`src/rtl/cpu_pkg.sv`:
```
// Shared definitions for the 7-step processor: instruction width, opcode classes,
// ALU operation codes and jump-condition bit positions.
package cpu_pkg;

  localparam int unsigned INSTR_W = 8;

  // Upper-nibble opcodes for the non-ALU classes; any byte with bit 7 set is ALU.
  localparam logic [3:0] OP_LD      = 4'h0;
  localparam logic [3:0] OP_ST      = 4'h1;
  localparam logic [3:0] OP_DATA    = 4'h2;
  localparam logic [3:0] OP_JMPR    = 4'h3;
  localparam logic [3:0] OP_JMP     = 4'h4;
  localparam logic [3:0] OP_JCOND   = 4'h5;
  localparam logic [3:0] OP_CLF     = 4'h6;
  localparam logic [3:0] OP_ILLEGAL = 4'h7;

  localparam logic [2:0] ALU_ADD = 3'b000;
  localparam logic [2:0] ALU_SHR = 3'b001;
  localparam logic [2:0] ALU_SHL = 3'b010;
  localparam logic [2:0] ALU_NOT = 3'b011;
  localparam logic [2:0] ALU_AND = 3'b100;
  localparam logic [2:0] ALU_OR  = 3'b101;
  localparam logic [2:0] ALU_XOR = 3'b110;
  localparam logic [2:0] ALU_CMP = 3'b111;

  localparam int unsigned COND_C = 3;
  localparam int unsigned COND_A = 2;
  localparam int unsigned COND_E = 1;
  localparam int unsigned COND_Z = 0;

endpackage

```
`src/rtl/ir_decode.sv`:
```
// Combinational instruction decoder: splits a stored instruction byte into a
// one-hot class indication plus raw operand fields.
module ir_decode
  import cpu_pkg::*;
(
  input  logic [INSTR_W-1:0] instr,
  output logic               is_alu,
  output logic [2:0]         alu_op,
  output logic [1:0]         reg_a,
  output logic [1:0]         reg_b,
  output logic               is_ld,
  output logic               is_st,
  output logic               is_data,
  output logic               is_jmpr,
  output logic               is_jmp,
  output logic               is_jcond,
  output logic               is_clf,
  output logic               is_illegal,
  output logic [3:0]         cond_mask
);

  logic [3:0] opcode;

  always_comb begin
    opcode     = instr[7:4];
    is_alu     = instr[7];
    alu_op     = instr[6:4];
    reg_a      = instr[3:2];
    reg_b      = instr[1:0];
    // Full-nibble compares keep bit 7 out of every non-ALU class, so the set stays one-hot.
    is_ld      = (opcode == OP_LD);
    is_st      = (opcode == OP_ST);
    is_data    = (opcode == OP_DATA);
    is_jmpr    = (opcode == OP_JMPR);
    is_jmp     = (opcode == OP_JMP);
    is_jcond   = (opcode == OP_JCOND);
    is_clf     = (opcode == OP_CLF);
    is_illegal = (opcode == OP_ILLEGAL);
    cond_mask  = {instr[COND_C], instr[COND_A], instr[COND_E], instr[COND_Z]};
  end

endmodule

```
`src/rtl/instruction_register.sv`:
```
// 8-bit instruction register: captures the bus byte on a set strobe and presents
// the stored byte together with its decoded fields to the control section.
module instruction_register
  import cpu_pkg::*;
#(
  parameter logic [INSTR_W-1:0] RESET_VAL = 8'h00
) (
  input  logic               clk,
  input  logic               rst,
  input  logic               s,
  input  logic [INSTR_W-1:0] i_in,
  output logic [INSTR_W-1:0] i_out,
  output logic               is_alu,
  output logic [2:0]         alu_op,
  output logic [1:0]         reg_a,
  output logic [1:0]         reg_b,
  output logic               is_ld,
  output logic               is_st,
  output logic               is_data,
  output logic               is_jmpr,
  output logic               is_jmp,
  output logic               is_jcond,
  output logic               is_clf,
  output logic               is_illegal,
  output logic [3:0]         cond_mask
);

  logic [INSTR_W-1:0] ir_q;
  logic [INSTR_W-1:0] ir_d;

  always_comb begin
    ir_d = ir_q;
    if (s) begin
      ir_d = i_in;
    end
  end

  // Reset takes priority over the load strobe.
  always_ff @(posedge clk) begin
    if (rst) begin
      ir_q <= RESET_VAL;
    end else begin
      ir_q <= ir_d;
    end
  end

  assign i_out = ir_q;

  // Decode from the stored byte only, so fields change just after a clock edge.
  ir_decode u_ir_decode (
    .instr      (ir_q),
    .is_alu     (is_alu),
    .alu_op     (alu_op),
    .reg_a      (reg_a),
    .reg_b      (reg_b),
    .is_ld      (is_ld),
    .is_st      (is_st),
    .is_data    (is_data),
    .is_jmpr    (is_jmpr),
    .is_jmp     (is_jmp),
    .is_jcond   (is_jcond),
    .is_clf     (is_clf),
    .is_illegal (is_illegal),
    .cond_mask  (cond_mask)
  );

endmodule

```
`config.mk`:
```
export PLATFORM = sky130hd
export DESIGN_NAME = instruction_register
export DESIGN_NICKNAME = d
export VERILOG_FILES = /design/src/rtl/cpu_pkg.sv /design/src/rtl/ir_decode.sv /design/src/rtl/instruction_register.sv
export SDC_FILE = /design/constraint.sdc
export NUM_CORES = 1
export LEC_CHECK = 0
export BUFFER_PORTS_ARGS = -buffer_cell sky130_fd_sc_hd__buf_4
export CORE_AREA = 3 3 40 42
export CTS_BUF_LIST = sky130_fd_sc_hd__clkbuf_16
export DETAILED_ROUTE_END_ITERATION = 10
export DIE_AREA = 0 0 43 45
export PLACE_DENSITY = 0.78
export SYNTH_ARGS = -nofsm -noshare
export SYNTH_HDL_FRONTEND = slang
export SYNTH_SLANG_ARGS = --single-unit
```
`constraint.sdc`:
```
create_clock -name clk -period 1 [get_ports clk]
set_input_delay 0.2 -clock clk [delete_from_list [all_inputs] [get_ports clk]]
set_output_delay 0.2 -clock clk [all_outputs]
set_load 0.01 [all_outputs]
```
==> results.sh, run 1 <==
export IMPL_status="complete, but fails checks"
export IMPL_violations="setup timing"
export IMPL_holdBufCountCts=0
export IMPL_cts_tree="built"
export IMPL_seq_area_frac_synth_pct=36.4
export IMPL_rsz0062_at_grt="true"
export IMPL_regArea_um2=175
export IMPL_grt_pass1_wl_mm=1.73
export IMPL_numPortBuffers=38
export IMPL_fillCellCount=110
export IMPL_first_pass_iters=2
export IMPL_start_util_pct=34.3
export IMPL_slowest_delay_ns=0.36
export IMPL_power_total_w=0.00131
export IMPL_area_growth_pct=97.7
export IMPL_drtAntennaViolNets=0
export IMPL_ys_types=11
export IMPL_setup_worst_path_end_class="output pin"
export IMPL_intPower_w=0.00102
export IMPL_synthTopCellsByCount="12 x buf_4, 11 x nor2_1, 8 x dfxtp_1, 8 x mux2i_1"
export IMPL_drive_above_1_share_pct=71.8
export IMPL_fmaxAchievable_ghz=0.828
export IMPL_core_um2=1280
export IMPL_avgSynthCellArea_um2=8.81
export IMPL_drv_cap=0
export IMPL_worstPathRequired_ns=0.80
export IMPL_synth_top_cell_by_area="dfxtp_1"
export IMPL_multi_input_area_um2=223
export IMPL_die_width_um=43
export IMPL_vias=442
export IMPL_nets=98
export IMPL_pre_cts_slack_ns=-0.0280
export IMPL_skew_ns=0
export IMPL_p_switching_w=0.000289
export IMPL_ys_warn_count=0
export IMPL_setup_tns_ns=-2.07
export IMPL_finalWirelength_mm=1.09
export IMPL_start_kind="register"
export IMPL_crit_buf_inv=1
export IMPL_io_pins=39
export IMPL_cts_buffer_depth=2
export IMPL_wl_per_cell_um=10.9
export IMPL_clk_insertion_delay_late_ns=0.23
export IMPL_root_buffer="clkbuf_16"
export IMPL_netlist_area_um2=440
export IMPL_crit_arrival_ns=1.01
export IMPL_vdd_drop_max_mv=1.10
export IMPL_p_leak_nw=0.452
export IMPL_pwr_share_seq_pct=28.4
export IMPL_finalMaxSlewViolations=0
export IMPL_synth_top_area_share_pct=36.4
export IMPL_die_h_um=45
export IMPL_h_tree_depth=1
export IMPL_ys_flop_type="dfxtp_1"
export IMPL_crit_chain="nor4_4 > buf_4"
export IMPL_hold_viol=0
export IMPL_die_area_um2=1940
export IMPL_drt_vias_per_instance=4.42
export IMPL_crit_path_max_fanout=6
export IMPL_drc=0
export IMPL_grt_pass1_vias=394
export IMPL_p_per_area_nw_per_um2=1500
export IMPL_setup_ws_ns=-0.207
export IMPL_final_setup_viol_count=16
export IMPL_maxSlewHeadroom_pct=89.9
export IMPL_timing_hold_ws_ns=0.184
export IMPL_slowest_stage="dfxtp_4"
export IMPL_synth_edf_count=0
export IMPL_clk_pin_slew_ns=0.04
export IMPL_largest_reg_flops=8
export IMPL_swShare_pct=22.1
export IMPL_finalInstanceArea_um2=871
export IMPL_async_flop_share_pct=0
export IMPL_antenna_found_initial=0
export IMPL_row_count=13
export IMPL_clkPwrFrac_pct=51.1
export IMPL_synth_cells=50
export IMPL_gp_congestion=0.667
export IMPL_crit_family="flip-flops"
export IMPL_finalCriticalPeriod_ns=1.21
export IMPL_dpl_hpwl_um=774
export IMPL_synth_seq_cells=8
export IMPL_drt_iter0_markers=4
export IMPL_synth_area_top_cells="dfxtp_1 36%, buf_4 20%, mux2i_1 18%, nor2_1 9.4%, nand2b_1 4.3%"
export IMPL_synthesis_nets=61
export IMPL_grt_max_degree=9
export IMPL_yosysMostFrequentCell="buf_4"
export IMPL_grt_usage_pct=12.6
export IMPL_numClockSinks=8
export IMPL_critical_path_class="register to output pin"
export IMPL_finalCritPeriodShare_pct=121
export IMPL_dpl_instance_area_um2=678
export IMPL_num_antenna_cells=0
export IMPL_hold_class="input port to register"
export IMPL_grt_overflow_total=0
export IMPL_cts_buffers=3
export IMPL_worst_slew_pin_slew_ns=0.147
export IMPL_pwr_share_comb_pct=20.4
[metal layers]
metal,global-route usage [%],share of wire (%),vias up
met3,6.77,17,5
met2,16.2,43,32
li1,-,-,221
met5,0,0,-
met4,10.8,2.9,0
met1,15.0,37,184
[cell families (layout without fill, tap and decap cells)]
kind of cell	count (synthesis)	after routing	share of synthesized area, %
buffers and inverters	14	49	23.9
flip-flops	8	8	36.4
multiplexers	8	8	18.2
AND/OR/NAND/NOR	20	20	21.6
[layout by cell type (no fill, tap or decap)]
| cell type | n |
|---|---|
| mux2i_1 | 8 |
| dfxtp_4 | 4 |
| nor2_1 | 10 |
| nand2b_1 | 1 |
| dfxtp_1 | 4 |
| buf_6 | 9 |
| nand2b_4 | 2 |
| nand2_1 | 1 |
| clkbuf_16 | 3 |
| nor4_4 | 1 |
| buf_4 | 37 |
| nor2_2 | 1 |
| nor3_2 | 4 |
[final timing paths]
check | start | to | slack (ns) | cells after the start
max | i_out[6] | is_ld | -0.21 | 2
max reg2reg | i_out[6] | i_out[6] | 0.11 | 4
min | rst | i_out[6] | 0.18 | 2
min reg2reg | i_out[2] | i_out[2] | 0.54 | 2
[cell type report]
class / instances / share of cell area (%)
clock buffers: 3 / 8.62
flip-flops and latches: 8 / 20.1
well taps: 15 / 2.16
repair buffers: 46 / 43.5
multi-input cells: 28 / 25.6
[worst reg2reg max path, cell delays in order (launching register included)]
cell and delay (ns):
dfxtp_4 0.36, buf_4 0.14, buf_4 0.12, mux2i_1 0.11
nor2_1 0.05
[metrics by stage]
step	util, %	instances
2_1_floorplan	-	50
3_3_place_gp	52.8	94
3_5_place_dp	52.8	94
4_1_cts	61.3	98
5_1_grt	67.8	100
6_report	67.8	100
[power groups by stage]
stage,clock [W],combinational (W),sequential (W)
finish,0.000669,0.000267,0.000372
CTS,0.000684,0.000241,0.000368
global route,0.000707,0.000291,0.000376
global placement,0,0.000228,0.000369
detailed placement,0,0.000230,0.000370
floorplan,0,0.000117,0.000378
[timing repair]
item | 4_1_cts | 5_1_grt
buffers inserted | 1 | 2
endpoints found under the setup margin | 14 | 16
pin swaps | 3 | 3
gates resized for setup | 8 | 16
Note: power is estimated with default switching activity, not from simulation.
==> inputs of run 2 (changes only) <==
--- a/config.mk
+++ b/config.mk
@@ -6,11 +6,11 @@
 export NUM_CORES = 1
 export LEC_CHECK = 0
 export BUFFER_PORTS_ARGS = -buffer_cell sky130_fd_sc_hd__buf_4
-export CORE_AREA = 3 3 40 42
+export CORE_MARGIN = 3
+export CORE_UTILIZATION = 31
 export CTS_BUF_LIST = sky130_fd_sc_hd__clkbuf_16
 export DETAILED_ROUTE_END_ITERATION = 10
-export DIE_AREA = 0 0 43 45
-export PLACE_DENSITY = 0.78
+export PLACE_DENSITY = 0.77
 export SYNTH_ARGS = -nofsm -noshare
 export SYNTH_HDL_FRONTEND = slang
 export SYNTH_SLANG_ARGS = --single-unit
==> constraint.sdc (replaced) <==
create_clock -name clk -period 1.1 [get_ports clk]
set_input_delay 0.22 -clock clk [delete_from_list [all_inputs] [get_ports clk]]
set_output_delay 0.22 -clock clk [all_outputs]
set_load 0.01 [all_outputs]
==> run 2 against run 1 <==
Effect of this change: the run still ends with setup timing left; hold slack better by 0.036 ns; combinational power down 11%; final cell count down 6.0%; largest cell class unchanged.
==> results.sh, run 2 (synthesis gave the netlist of run 1 again) <==
export IMPL_layout_cells_non_filler=94
export IMPL_final_cell_mix="34 x buf_4, 10 x nor2_1, 8 x mux2i_1"
export IMPL_drc=0
export IMPL_antenna_found_initial=0
export IMPL_grt_pass1_wl_mm=1.88
export IMPL_hold_depth=2
export IMPL_holdBufCountCts=0
export IMPL_worst_slew_pin_slew_ns=0.255
export IMPL_post_cts_buffers=0
export IMPL_vdd_drop_max_mv=1.13
export IMPL_intPower_w=0.000913
export IMPL_finalInstanceArea_um2=841
export IMPL_finalMaxSlewViolations=0
export IMPL_rsz0062_at_grt="true"
export IMPL_skew_ns=0
export IMPL_setup_worst_path_end_class="output pin"
export IMPL_dp_cells=91
export IMPL_row_count=12
export IMPL_drt_iter0_markers=1
export IMPL_wl_per_cell_um=14.8
export IMPL_grt_pass1_vias=425
export IMPL_start_kind="register"
export IMPL_top_layer="met3"
export IMPL_crit_start="i_out[6]"
export IMPL_clkPwrFrac_pct=51.2
export IMPL_largest_reg_flops=8
export IMPL_hold_class="input port to register"
export IMPL_final_common_cell="buf_4"
export IMPL_rr_endpoint="i_out[6]"
export IMPL_violations="setup timing"
export IMPL_crit_arrival_ns=1.08
export IMPL_start_util_pct=36.2
export IMPL_h_tree_depth=1
export IMPL_clk_pin_slew_ns=0.03
export IMPL_cts_tree="built"
export IMPL_final_setup_viol_count=8
export IMPL_drt_vias_per_instance=4.64
export IMPL_grt_usage_pct=13.4
export IMPL_power_total_w=0.00118
export IMPL_maxSlewHeadroom_pct=82.9
export IMPL_grt_max_degree=9
export IMPL_multi_input_area_um2=239
export IMPL_r2r_slack_ns=0.32
export IMPL_pwr_share_seq_pct=28.6
export IMPL_finalCriticalPeriod_ns=1.30
export IMPL_dpl_hpwl_um=872
export IMPL_numPortBuffers=38
export IMPL_grt_overflow_total=0
export IMPL_num_antenna_cells=0
export IMPL_fillCellCount=89
export IMPL_drv_cap=0
export IMPL_drive_above_1_share_pct=71.3
export IMPL_setup_tns_ns=-1.30
export IMPL_p_per_area_nw_per_um2=1400
export IMPL_cts_buffer_depth=2
export IMPL_cts_buffers=3
export IMPL_die_area_um2=1910
export IMPL_rr_worst_depth=3
export IMPL_regArea_um2=175
export IMPL_min_from="rst"
export IMPL_die_h_um=43.7
export IMPL_swShare_pct=22.5
export IMPL_p_leak_nw=0.415
export IMPL_m1WireLength_um=442
export IMPL_core_um2=1220
export IMPL_wl_met3_um=123
export IMPL_critical_path_class="register to output pin"
export IMPL_crit_path_max_fanout=6
export IMPL_p_switching_w=0.000266
export IMPL_fmaxAchievable_ghz=0.767
export IMPL_pwr_share_comb_pct=20.1
export IMPL_die_width_um=43.7
export IMPL_gp_congestion=0.677
export IMPL_first_pass_iters=4
export IMPL_worstPathRequired_ns=0.88
export IMPL_route_met2_wl_um=821
export IMPL_pre_cts_slack_ns=0.0178
export IMPL_nets=93
export IMPL_min_to="i_out[6]"
export IMPL_dpl_instance_area_um2=661
export IMPL_vias=436
export IMPL_setup_ws_ns=-0.205
export IMPL_drtAntennaViolNets=0
export IMPL_status="complete, but fails checks"
export IMPL_r2r_start="i_out[6]"
export IMPL_root_buffer="clkbuf_16"
export IMPL_clk_insertion_delay_late_ns=0.23
export IMPL_io_pins=39
export IMPL_area_growth_pct=90.9
export IMPL_numClockSinks=8
export IMPL_finalWirelength_mm=1.39
export IMPL_finalCritPeriodShare_pct=119
export IMPL_hold_viol=0
## run 2: cell count changes in the layout (fill, tap and decap cells not counted)
cell | before | now
nor3_4 | 0 | 2
nor4_4 | 1 | 0
buf_4 | 37 | 34
buf_6 | 9 | 7
nand2b_4 | 2 | 3
nand2b_1 | 1 | 0
nor3_2 | 4 | 2
nor2_2 | 1 | 0
nor2_4 | 0 | 1
nor4_2 | 0 | 1
## run 2: area by class of cell
class / instances / share of cell area, %
Multi-Input combinational cell: 28 / 28.4
Sequential cell: 8 / 20.8
Clock buffer: 3 / 8.93
Timing Repair Buffer: 41 / 39.7
Tap cell: 14 / 2.08
## run 2: repair_timing
item                                    CTS  global route
pin swaps                                 4             2
endpoints found under the hold margin     0             0
endpoints found under the setup margin   12             8
gates resized for setup                  15            11
## run 2: through the flow
step,utilization (%),hold WS [ns]
after floorplan,-,0.367
after global placement,54.3,0.451
after detailed placement,54.3,0.463
after CTS,64.7,0.214
after global routing,69.1,0.234
final,69.1,0.220
## run 2: layer usage
metal  GRT usage, %  vias up
li1               -      214
met1           12.8      202
met2           24.1       20
met3           6.64        0
met4           5.42        0
met5              0        -
## run 2: worst max-delay path: stages, from the launching register on
cell,delay (ns)
dfxtp_4,0.39
nand2_1,0.14
nor3_2,0.19
buf_4,0.14
## run 2: worst max path at each step
stage                 endpoint
floorplan                is_ld
global placement    is_illegal
detailed placement     is_jmpr
CTS                     is_jmp
global route            is_clf
finish                  is_clf
## run 2: power groups by stage
stage / registers, W / logic, W / clock network [W]
2_1_floorplan: 0.000343 / 0.000106 / 0
3_3_place_gp: 0.000333 / 0.000203 / 0
3_5_place_dp: 0.000335 / 0.000207 / 0
4_1_cts: 0.000333 / 0.000218 / 0.000615
5_1_grt: 0.000342 / 0.000254 / 0.000641
6_report: 0.000338 / 0.000237 / 0.000604
